==> src/rtl/mmio_io_hub.sv <==
// Memory-mapped IO hub: switch bank, LED register, scanned seven-segment display, debounced button.
// Optional interrupt enable register and irq output are built only when IO_HUB_IRQ_EN is defined.
module mmio_io_hub #(
   parameter int          SW_W         = 16,
   parameter int          LED_W        = 16,
   parameter int          DIGITS       = 8,
   parameter int          DEBOUNCE_CYC = 200000,
   parameter int          SCAN_CYC     = 25000,
   parameter logic [31:0] BASE_ADDR    = 32'hFFFF_FC00
) (
   input  logic              clk,
   input  logic              rst,
   input  logic [31:0]       addr,
   input  logic              wen,
   input  logic              ren,
   input  logic [31:0]       wdata,
   output logic [31:0]       rdata,
   input  logic [SW_W-1:0]   sw_in,
   input  logic              btn_in,
   output logic [LED_W-1:0]  led_out,
   output logic [DIGITS-1:0] seg_an,
   output logic [7:0]        seg_cat,
   output logic              irq
);

   localparam int          DB_W     = $clog2(DEBOUNCE_CYC);
   localparam int          DIV_W    = $clog2(SCAN_CYC);
   localparam logic [31:0] LED_MASK = (LED_W >= 32) ? 32'hFFFF_FFFF : ((32'd1 << LED_W) - 32'd1);
   localparam logic [31:0] VAL_MASK = (DIGITS >= 8) ? 32'hFFFF_FFFF : ((32'd1 << (4 * DIGITS)) - 32'd1);
   localparam logic [31:0] DIG_MASK = (32'd1 << DIGITS) - 32'd1;
   localparam logic [31:0] CTL_MASK = DIG_MASK | (DIG_MASK << 8);

   logic             hit;
   logic [7:0]       off;
   logic             we_stat, we_led, we_val, we_ctl;
   logic [31:0]      sw_ext, sw_m, sw_s;
   logic             btn_m, btn_s, btn_db;
   logic [DB_W-1:0]  db_cnt;
   logic             db_done, db_rise, evt_clr;
   logic             evt;
   logic [7:0]       evt_cnt;
   logic [31:0]      led_q, segval_q, segctl_q;
   logic [DIV_W-1:0] div_q;
   logic             scan_tc, scan_run;
   logic [2:0]       idx_q, idx_n;
   logic [7:0]       blank_v, dp_v;
   logic [3:0]       nib;
   logic [DIGITS-1:0] an_n;
   logic [7:0]       cat_n;
   logic             irqen_rd;
   logic             unused_addr;

   assign unused_addr = ^addr[1:0];

   assign hit     = (addr[31:8] == BASE_ADDR[31:8]);
   assign off     = {addr[7:2], 2'b00};
   assign we_stat = wen && hit && (off == 8'h04);
   assign we_led  = wen && hit && (off == 8'h10);
   assign we_val  = wen && hit && (off == 8'h20);
   assign we_ctl  = wen && hit && (off == 8'h24);

   always_comb begin
      sw_ext = '0;
      sw_ext[SW_W-1:0] = sw_in;
   end

   assign db_done = (btn_s != btn_db) && (db_cnt == DB_W'(DEBOUNCE_CYC - 1));
   assign db_rise = db_done && btn_s;
   assign evt_clr = we_stat && wdata[0];

   assign scan_tc = (div_q == DIV_W'(SCAN_CYC - 1));

   // The first terminal count after reset lights digit 0; later ones advance the index.
   always_comb begin
      idx_n = idx_q;
      if (scan_tc) begin
         if (!scan_run || idx_q == 3'(DIGITS - 1))
            idx_n = 3'd0;
         else
            idx_n = idx_q + 3'd1;
      end
   end

   function automatic logic [6:0] hex7(input logic [3:0] v);
      case (v)
         4'h0: hex7 = 7'b1000000;
         4'h1: hex7 = 7'b1111001;
         4'h2: hex7 = 7'b0100100;
         4'h3: hex7 = 7'b0110000;
         4'h4: hex7 = 7'b0011001;
         4'h5: hex7 = 7'b0010010;
         4'h6: hex7 = 7'b0000010;
         4'h7: hex7 = 7'b1111000;
         4'h8: hex7 = 7'b0000000;
         4'h9: hex7 = 7'b0010000;
         4'hA: hex7 = 7'b0001000;
         4'hB: hex7 = 7'b0000011;
         4'hC: hex7 = 7'b1000110;
         4'hD: hex7 = 7'b0100001;
         4'hE: hex7 = 7'b0000110;
         default: hex7 = 7'b0001110;
      endcase
   endfunction

   assign blank_v = segctl_q[7:0];
   assign dp_v    = segctl_q[15:8];

   always_comb begin
      nib   = segval_q[{idx_n, 2'b00} +: 4];
      an_n  = '1;
      cat_n = 8'hFF;
      if (!blank_v[idx_n]) begin
         for (int k = 0; k < DIGITS; k++)
            an_n[k] = (idx_n != 3'(k));
         cat_n = {~dp_v[idx_n], hex7(nib)};
      end
   end

   always_ff @(posedge clk) begin
      if (rst) begin
         sw_m     <= '0;
         sw_s     <= '0;
         btn_m    <= 1'b0;
         btn_s    <= 1'b0;
         btn_db   <= 1'b0;
         db_cnt   <= '0;
         evt      <= 1'b0;
         evt_cnt  <= 8'd0;
         led_q    <= '0;
         segval_q <= '0;
         segctl_q <= '0;
         div_q    <= '0;
         idx_q    <= 3'd0;
         scan_run <= 1'b0;
         seg_an   <= '1;
         seg_cat  <= 8'hFF;
      end else begin
         sw_m  <= sw_ext;
         sw_s  <= sw_m;
         btn_m <= btn_in;
         btn_s <= btn_m;

         if (btn_s == btn_db)
            db_cnt <= '0;
         else if (db_done) begin
            db_cnt <= '0;
            btn_db <= btn_s;
         end else
            db_cnt <= db_cnt + 1'b1;

         // A new event outranks a simultaneous software clear.
         if (db_rise) begin
            evt     <= 1'b1;
            evt_cnt <= evt_cnt + 8'd1;
         end else if (evt_clr)
            evt <= 1'b0;

         if (we_led) led_q    <= wdata & LED_MASK;
         if (we_val) segval_q <= wdata & VAL_MASK;
         if (we_ctl) segctl_q <= wdata & CTL_MASK;

         if (scan_tc) begin
            div_q    <= '0;
            idx_q    <= idx_n;
            scan_run <= 1'b1;
            seg_an   <= an_n;
            seg_cat  <= cat_n;
         end else
            div_q <= div_q + 1'b1;
      end
   end

   assign led_out = led_q[LED_W-1:0];

`ifdef IO_HUB_IRQ_EN
   logic we_irqen, irqen_q, irq_q;

   assign we_irqen = wen && hit && (off == 8'h08);

   always_ff @(posedge clk) begin
      if (rst) begin
         irqen_q <= 1'b0;
         irq_q   <= 1'b0;
      end else begin
         if (we_irqen) irqen_q <= wdata[0];
         irq_q <= evt & irqen_q;
      end
   end

   assign irqen_rd = irqen_q;
   assign irq      = irq_q;
`else
   assign irqen_rd = 1'b0;
   assign irq      = 1'b0;
`endif

   always_comb begin
      rdata = '0;
      if (ren && hit) begin
         case (off)
            8'h00:   rdata = sw_s;
            8'h04:   rdata = {22'b0, evt_cnt, btn_db, evt};
            8'h08:   rdata = {31'b0, irqen_rd};
            8'h10:   rdata = led_q;
            8'h20:   rdata = segval_q;
            8'h24:   rdata = segctl_q;
            default: rdata = '0;
         endcase
      end
   end

endmodule

==> config.mk <==
export PLATFORM = sky130hd
export DESIGN_NAME = mmio_io_hub
export DESIGN_NICKNAME = d
export VERILOG_FILES = /design/src/rtl/mmio_io_hub.sv
export SDC_FILE = /design/constraint.sdc
export NUM_CORES = 1
export LEC_CHECK = 0
export ABC_CLOCK_PERIOD_IN_PS = 8890
export CORE_MARGIN = 1
export CORE_UTILIZATION = 50
export DETAILED_ROUTE_END_ITERATION = 8
export HOLD_SLACK_MARGIN = 0.08
export PLACE_DENSITY = 0.88
export SETUP_SLACK_MARGIN = 0.4
export SLEW_MARGIN = 20
export SYNTH_ARGS = -nofsm -noshare
export SYNTH_HDL_FRONTEND = slang
export SYNTH_SLANG_ARGS = --single-unit
export TNS_END_PERCENT = 10
==> constraint.sdc <==
create_clock -name clk -period 8.89 [get_ports clk]
set_clock_uncertainty 0.1 [all_clocks]
set_input_delay 0.889 -clock clk [delete_from_list [all_inputs] [get_ports clk]]
set_output_delay 0.889 -clock clk [all_outputs]
set_load 0.01 [all_outputs]
[Yosys cells after proc, flatten, opt, wreduce, memory -nomap -nowiden]
Memories as Yosys holds them, arrays and structs flattened.
Cells that the tools add are included.
Storage, ports and cells
  bits in registers: 193
  memory bits (read-only): 112
  input bits: 85
  output and inout bits: 65
  word-level logic and storage cells: 72
  memories: 1
Operators by class
  $add $sub $neg: 4
  order comparisons: 1
  eq/ne operators: 17
  shifts and indexed selects: 1
  muxes and demuxes: 12
  bitwise gates (word level): 2
  reduce and logical (&&, ||, !) cells: 17
Memory list
  (no name shown): depth 16, width 7, read ports 1, clocked after memory_dff 0, wr ports 0, RTL line 85  | case (v)
Operator list (count)
  $pmux W32 S5: 1
  $mux W32: 1
  $shiftx A32 B6 Y4: 1
  $eq A24 B24 Y1 const B: 1
  $add A18 B1 Y18 const B: 1
  $eq A18 B18 Y1 const B: 1
  $mux W8: 2
  $add A15 B1 Y15 const B: 1
  $eq A15 B15 Y1 const B: 1
  $eq A6 B4 Y1 const B: 2
  $ne A3 B3 Y1 const B: 4
  $logic_and A1 B1 Y1: 9
  $add A8 B1 Y8 const B: 1
  $logic_not A8 Y1: 1
  $bmux W1 S3: 2
  $eq A6 B1 Y1 const B: 1
  $eq A6 B3 Y1 const B: 1
  $mux W3: 2
  $ne A3 B2 Y1 const B: 2
  $lt A3 B4 Y1 const B: 1
  $mux W1: 4
  $add A3 B1 Y3 const B: 1
  $eq A3 B3 Y1 const B: 1
  $ne A3 B1 Y1 const B: 1
  10 further kinds: 11

[Depth between registers and ports, before layout]
  depth in word-level cells: 8
  depth in mapped cells: 16
  gate-level depth less buffers: 14

[Least setup slack after synthesis]
No wires, ideal clock.
  path type: in2out
  start point: input port addr[9]
  end point: output port rdata[10]
  arrival time: 2863 ps
  required time: 7901 ps
  slack: 5038 ps
  stages: 9
  path buffers: 2
  cells stage by stage: nor2_1 nand3_1 or4_1 nor3_1 nand2_1 or3b_2 clkbuf_1 clkbuf_1 nor2_1
Between the ends
  longest elaborated chain between the ends: 3
RTL lines
  start, declared: RTL line 13  | input logic [31:0] addr,
  $eq A24 B24 Y1: RTL line 55  | assign hit = (addr[31:8] == BASE_ADDR[31:8]);
  $logic_and A1 B1 Y1: RTL line 199  | if (ren && hit) begin
  $mux W32: RTL line 199
  end, declared: RTL line 17  | output logic [31:0] rdata,
No other way between the ends.

[Worst setup path in the final report]
  start point: input port addr[9]
  end point: output port rdata[2]
The elaborated chain is that of the path after synthesis.

==> results <==
- Once the clock tree was built, the resizer swapped 0 gates to a different size.
- The mean instance size in the synthesized netlist is ~8.8 µm².
- The final layout contains between 1000 and 1500 nets.
- For this design, the CTS-stage hold fixing added 0 buffers.
- The count of final hold-check violations was 0.
- The startpoint identified for the worst hold timing path is sw_m[11].
- The proportion of synthesized flip-flops having asynchronous set or reset is 0%.
- The post-layout instance count excluding filler cells is roughly 1100.
- The worst setup slack for register-to-register paths is approximately 5 ns.
- The number of different library cells used by synthesis comes to between 50 and 60.
- The clock latency at the later pin of the worst-skew pair is 0.43 ns.
- Buffers added to address setup during post-CTS repair amount to 0.
- The worst hold path belongs to the class flop to flop.
- The number of enable flip-flop cells after synthesis is 0.
- The tree is rooted in a clkbuf_16.
- The shortest period the worst path allows is between 4 and 5 ns.
- Global routing consumed, over all layers together, 24.5% of the routing resources.
- In this run the tightest slew margin relative to its limit is around a third.
- The number of input and output port buffers inserted is about 150.
- The H-tree depth reported by CTS is 4.
- Summed over all cells, the static leakage comes to between 3 and 4 nW.
- Synthesis handed over a netlist of approximately 830 instances.
- The fraction of layout instances using a drive strength above 1 is 5.60%.
- By area the synthesized netlist is led by dfxtp_1 (44%), mux2i_1 (11%), nor2_1 (5.8%).
- The element type at the critical path start is an input pin.
- The number of max-slew violations in the final report was 0.
- IR analysis of the VDD net gives a maximum drop of between 0.1 and 0.15 mV.
- The number of max-cap violations is 0.
- The number of inserted diodes is 0.
- Dividing the detail-routed wire length by the instance count gives 15.8 µm.
- The run finished with clean final reports.
- The share of synthesized area in the top cell type comes to 44.1%.
- The area inside the core boundary is 14000 µm².
- Counting the fill cells in the layout gives approximately 1100.
- Of the available clock period, the critical path in the final layout requires 54.7%.
- The area growth from synthesis to layout is 28.5%.
- The number of antenna violations at the first check in global routing came to 0.
- The synthesis-stage register bit count is approximately 160.
- The highest clock frequency the design can meet is just over 200 MHz.
- The initial core utilization is ~52%.
- For this design the ratio of total power to cell area is between 150 and 200 nW/µm².
- The worst setup path is captured at an output pin.
- For the worst flop-to-flop path, the logic depth is 10.
- For this run, the leading register cell type out of synthesis is dfxtp_1.
- The via count of the first global-routing pass is about 5800.
- The number of top-level design ports is 150.
- The count of nets left with antenna violations once routing finished came out at 0.
- Data on the critical path arrives at its endpoint at around 3.9 ns.
- The sequential cell area fraction in the yosys report is between 40 and 50%.
- The global-route wire length before repair is between 20000 and 30000 µm.
- At the worst endpoint, the required time is a little under 8 ns.
- The slew at the pin closest to its max-slew limit is 1.02 ns.
- After global routing the overflow that remains totals 0.
- The capture instance of the worst register-to-register path is seg_cat[3].
- The floorplan die width is around 120 µm.
- The register clock-pin slew on the reported worst setup and hold paths is ~0.06 ns.
- The launch point of the critical path is addr[9].
- The number of placed instances, taps included is roughly 1100.
- The DRC marker count from the first detailed-route iteration is 448.
- The die outline height is 123 µm.
- The setup path with the least slack is of type input pin to output pin.
- Setup repair after global routing left no endpoint under its margin.
- The detailed-route via count is approximately 6300.
- The floorplan step defined a die boundary enclosing roughly 15000 µm².
- The detailed-route DRC error count is 0.
- The post-detailed-route via-to-cell ratio is approximately 5.5.
- The congestion estimate from routability-driven global placement came to ~0.86.
- The number of standard-cell rows in the floorplan is 43.
- The total of warnings raised by yosys is 0.
- TritonCTS built the clock tree.
- The total wirelength of the detailed-routed design is 18100 µm.
- The maximum number of pins on one net before global-route repair is 100.
- The startpoint of the worst register-to-register path is div_q[0].
- The largest fanout on the critical path is 16.
- The synthesized net count is 931.
- The total iterations of the first detailed-routing run is 5.
- The sink of the worst hold path is sw_s[11].
- The count of cells along the worst hold path is 1.
- The post-route setup TNS is 0 ns.
- The cell type with the largest total area after synthesis is dfxtp_1.
- The detailed-placement wirelength estimate is between 10000 and 15000 µm.
- The maximum root-to-sink buffer count is 2.
- Buffers inserted during clock tree synthesis total 17.
- The synthesized netlist occupies a cell area of 7300 µm².
- Setup violations remaining at the end of the flow were counted as 0.
- The number of sinks handled by clock tree synthesis is 161.
-- cell type report --
cell class,instances,area [µm²],share of cell area [%]
inverters,16,60.1,0.640
multi-input cells,604,3770,40.2
repair buffers,153,1510,16.1
well taps,180,225,2.40
clock inverters,6,68.8,0.733
clock buffers,25,526,5.60
flip-flops and latches,161,3220,34.3
-- placed cells by master, fill, tap and decap left out, types with 9 or more instances in the layout --
cell,count
xor2_1,20
o22a_1,12
clkbuf_16,17
or3_1,11
mux2i_1,83
nor3_1,13
nor2_1,112
nand4_1,9
dfxtp_1,161
ha_1,12
a21oi_1,58
nand2_1,102
nor2b_1,37
clkdlybuf4s50_1,145
nand3_1,22
and2_1,16
inv_1,16
o22ai_1,13
xnor2_1,14
-- worst max-delay path: stages --
cell and delay (ns):
clkdlybuf4s50_1 0.39, nor2_1 0.12, nand3_1 0.09, or4_1 0.48, nor3_1 0.27, nand2_1 0.16, or3b_2 0.68, nor2_1 0.22
clkdlybuf4s50_1 0.56
-- cells in the mapped netlist (3+ instances only) --
cell type    n
nor2b_1     37
o22ai_1     13
and2_1      16
xnor2_1     14
buf_6        6
or3_1       12
buf_1        4
nand3_1     22
mux2i_1     83
xor2_1      20
mux2_2       4
a21oi_1     58
a31oi_1      4
and3_1       7
dfxtp_1    161
o21ai_0      8
inv_1       16
o22a_1      12
o2111ai_1    3
nand4_1      9
nor3_1      14
nor2_1     112
and4_1       3
clkbuf_1    39
nor4_1       5
ha_1        12
nand2_1    102
-- worst max-delay path by stage --
stage | end | slack (ns) | cells after the start
floorplan | rdata[10] | 5.04 | 9
global placement | rdata[3] | 4.05 | 9
detailed placement | rdata[2] | 4.03 | 9
CTS | rdata[2] | 4.01 | 9
global route | rdata[6] | 3.88 | 9
finish | rdata[2] | 4.03 | 9
-- sequential cells by signal, summed over array words and instances (netlist names), 3 cells and up --
signal    count
db_cnt       18
sw_s         16
led_q        16
div_q        15
seg_cat       8
idx_q         3
sw_m         16
seg_an        8
segval_q     32
segctl_q     16
evt_cnt       8
-- report_power, final --
group | internal (mW) | total, mW | switching [mW]
Combinational | 0.0422 | 0.0707 | 0.0285
Sequential | 0.730 | 0.733 | 0.00289
Clock | 0.438 | 0.724 | 0.286
Total | 1.21 | 1.53 | 0.318
-- kinds of logic after synthesis --
family                   after synthesis  synth area share [%]
AND/OR/NAND/NOR                      357                  23.3
XOR/XNOR                              34                  4.08
buffers and inverters                 69                  4.30
flip-flops                           161                  44.1
multiplexers                          89                  12.4
AO/OA/AOI/OAI                        111                  9.75
other                                  1                0.0513
adder cells (fa/ha/maj)               12                  2.06
-- metrics by stage --
stage          cell area, µm²  utilization, %  setup WS, ns  total power, mW  hold slack [ns]
3_3_place_gp             8790            62.6          4.05            0.818            0.317
4_1_cts                  9390            66.8          4.01             1.53            0.330
6_report                 9390            66.8          4.03             1.53            0.332
3_5_place_dp             8790            62.6          4.03            0.819            0.320
2_1_floorplan            7300               -          5.04            0.775            0.314
5_1_grt                  9390            66.8          3.88             1.57            0.347
-- routing by layer --
| metal | share of wire (%) | track usage (%) | vias up | routed length [µm] |
|---|---|---|---|---|
| met5 | 0 | 0 | - | 0 |
| met4 | 1.5 | 8.69 | 0 | 268 |
| met3 | 6.3 | 5.34 | 23 | 1140 |
| met2 | 49 | 40.7 | 214 | 8790 |
| met1 | 44 | 31.3 | 2976 | 7890 |
| li1 | - | - | 3078 | - |
Note: power is estimated with default switching activity, not from simulation.
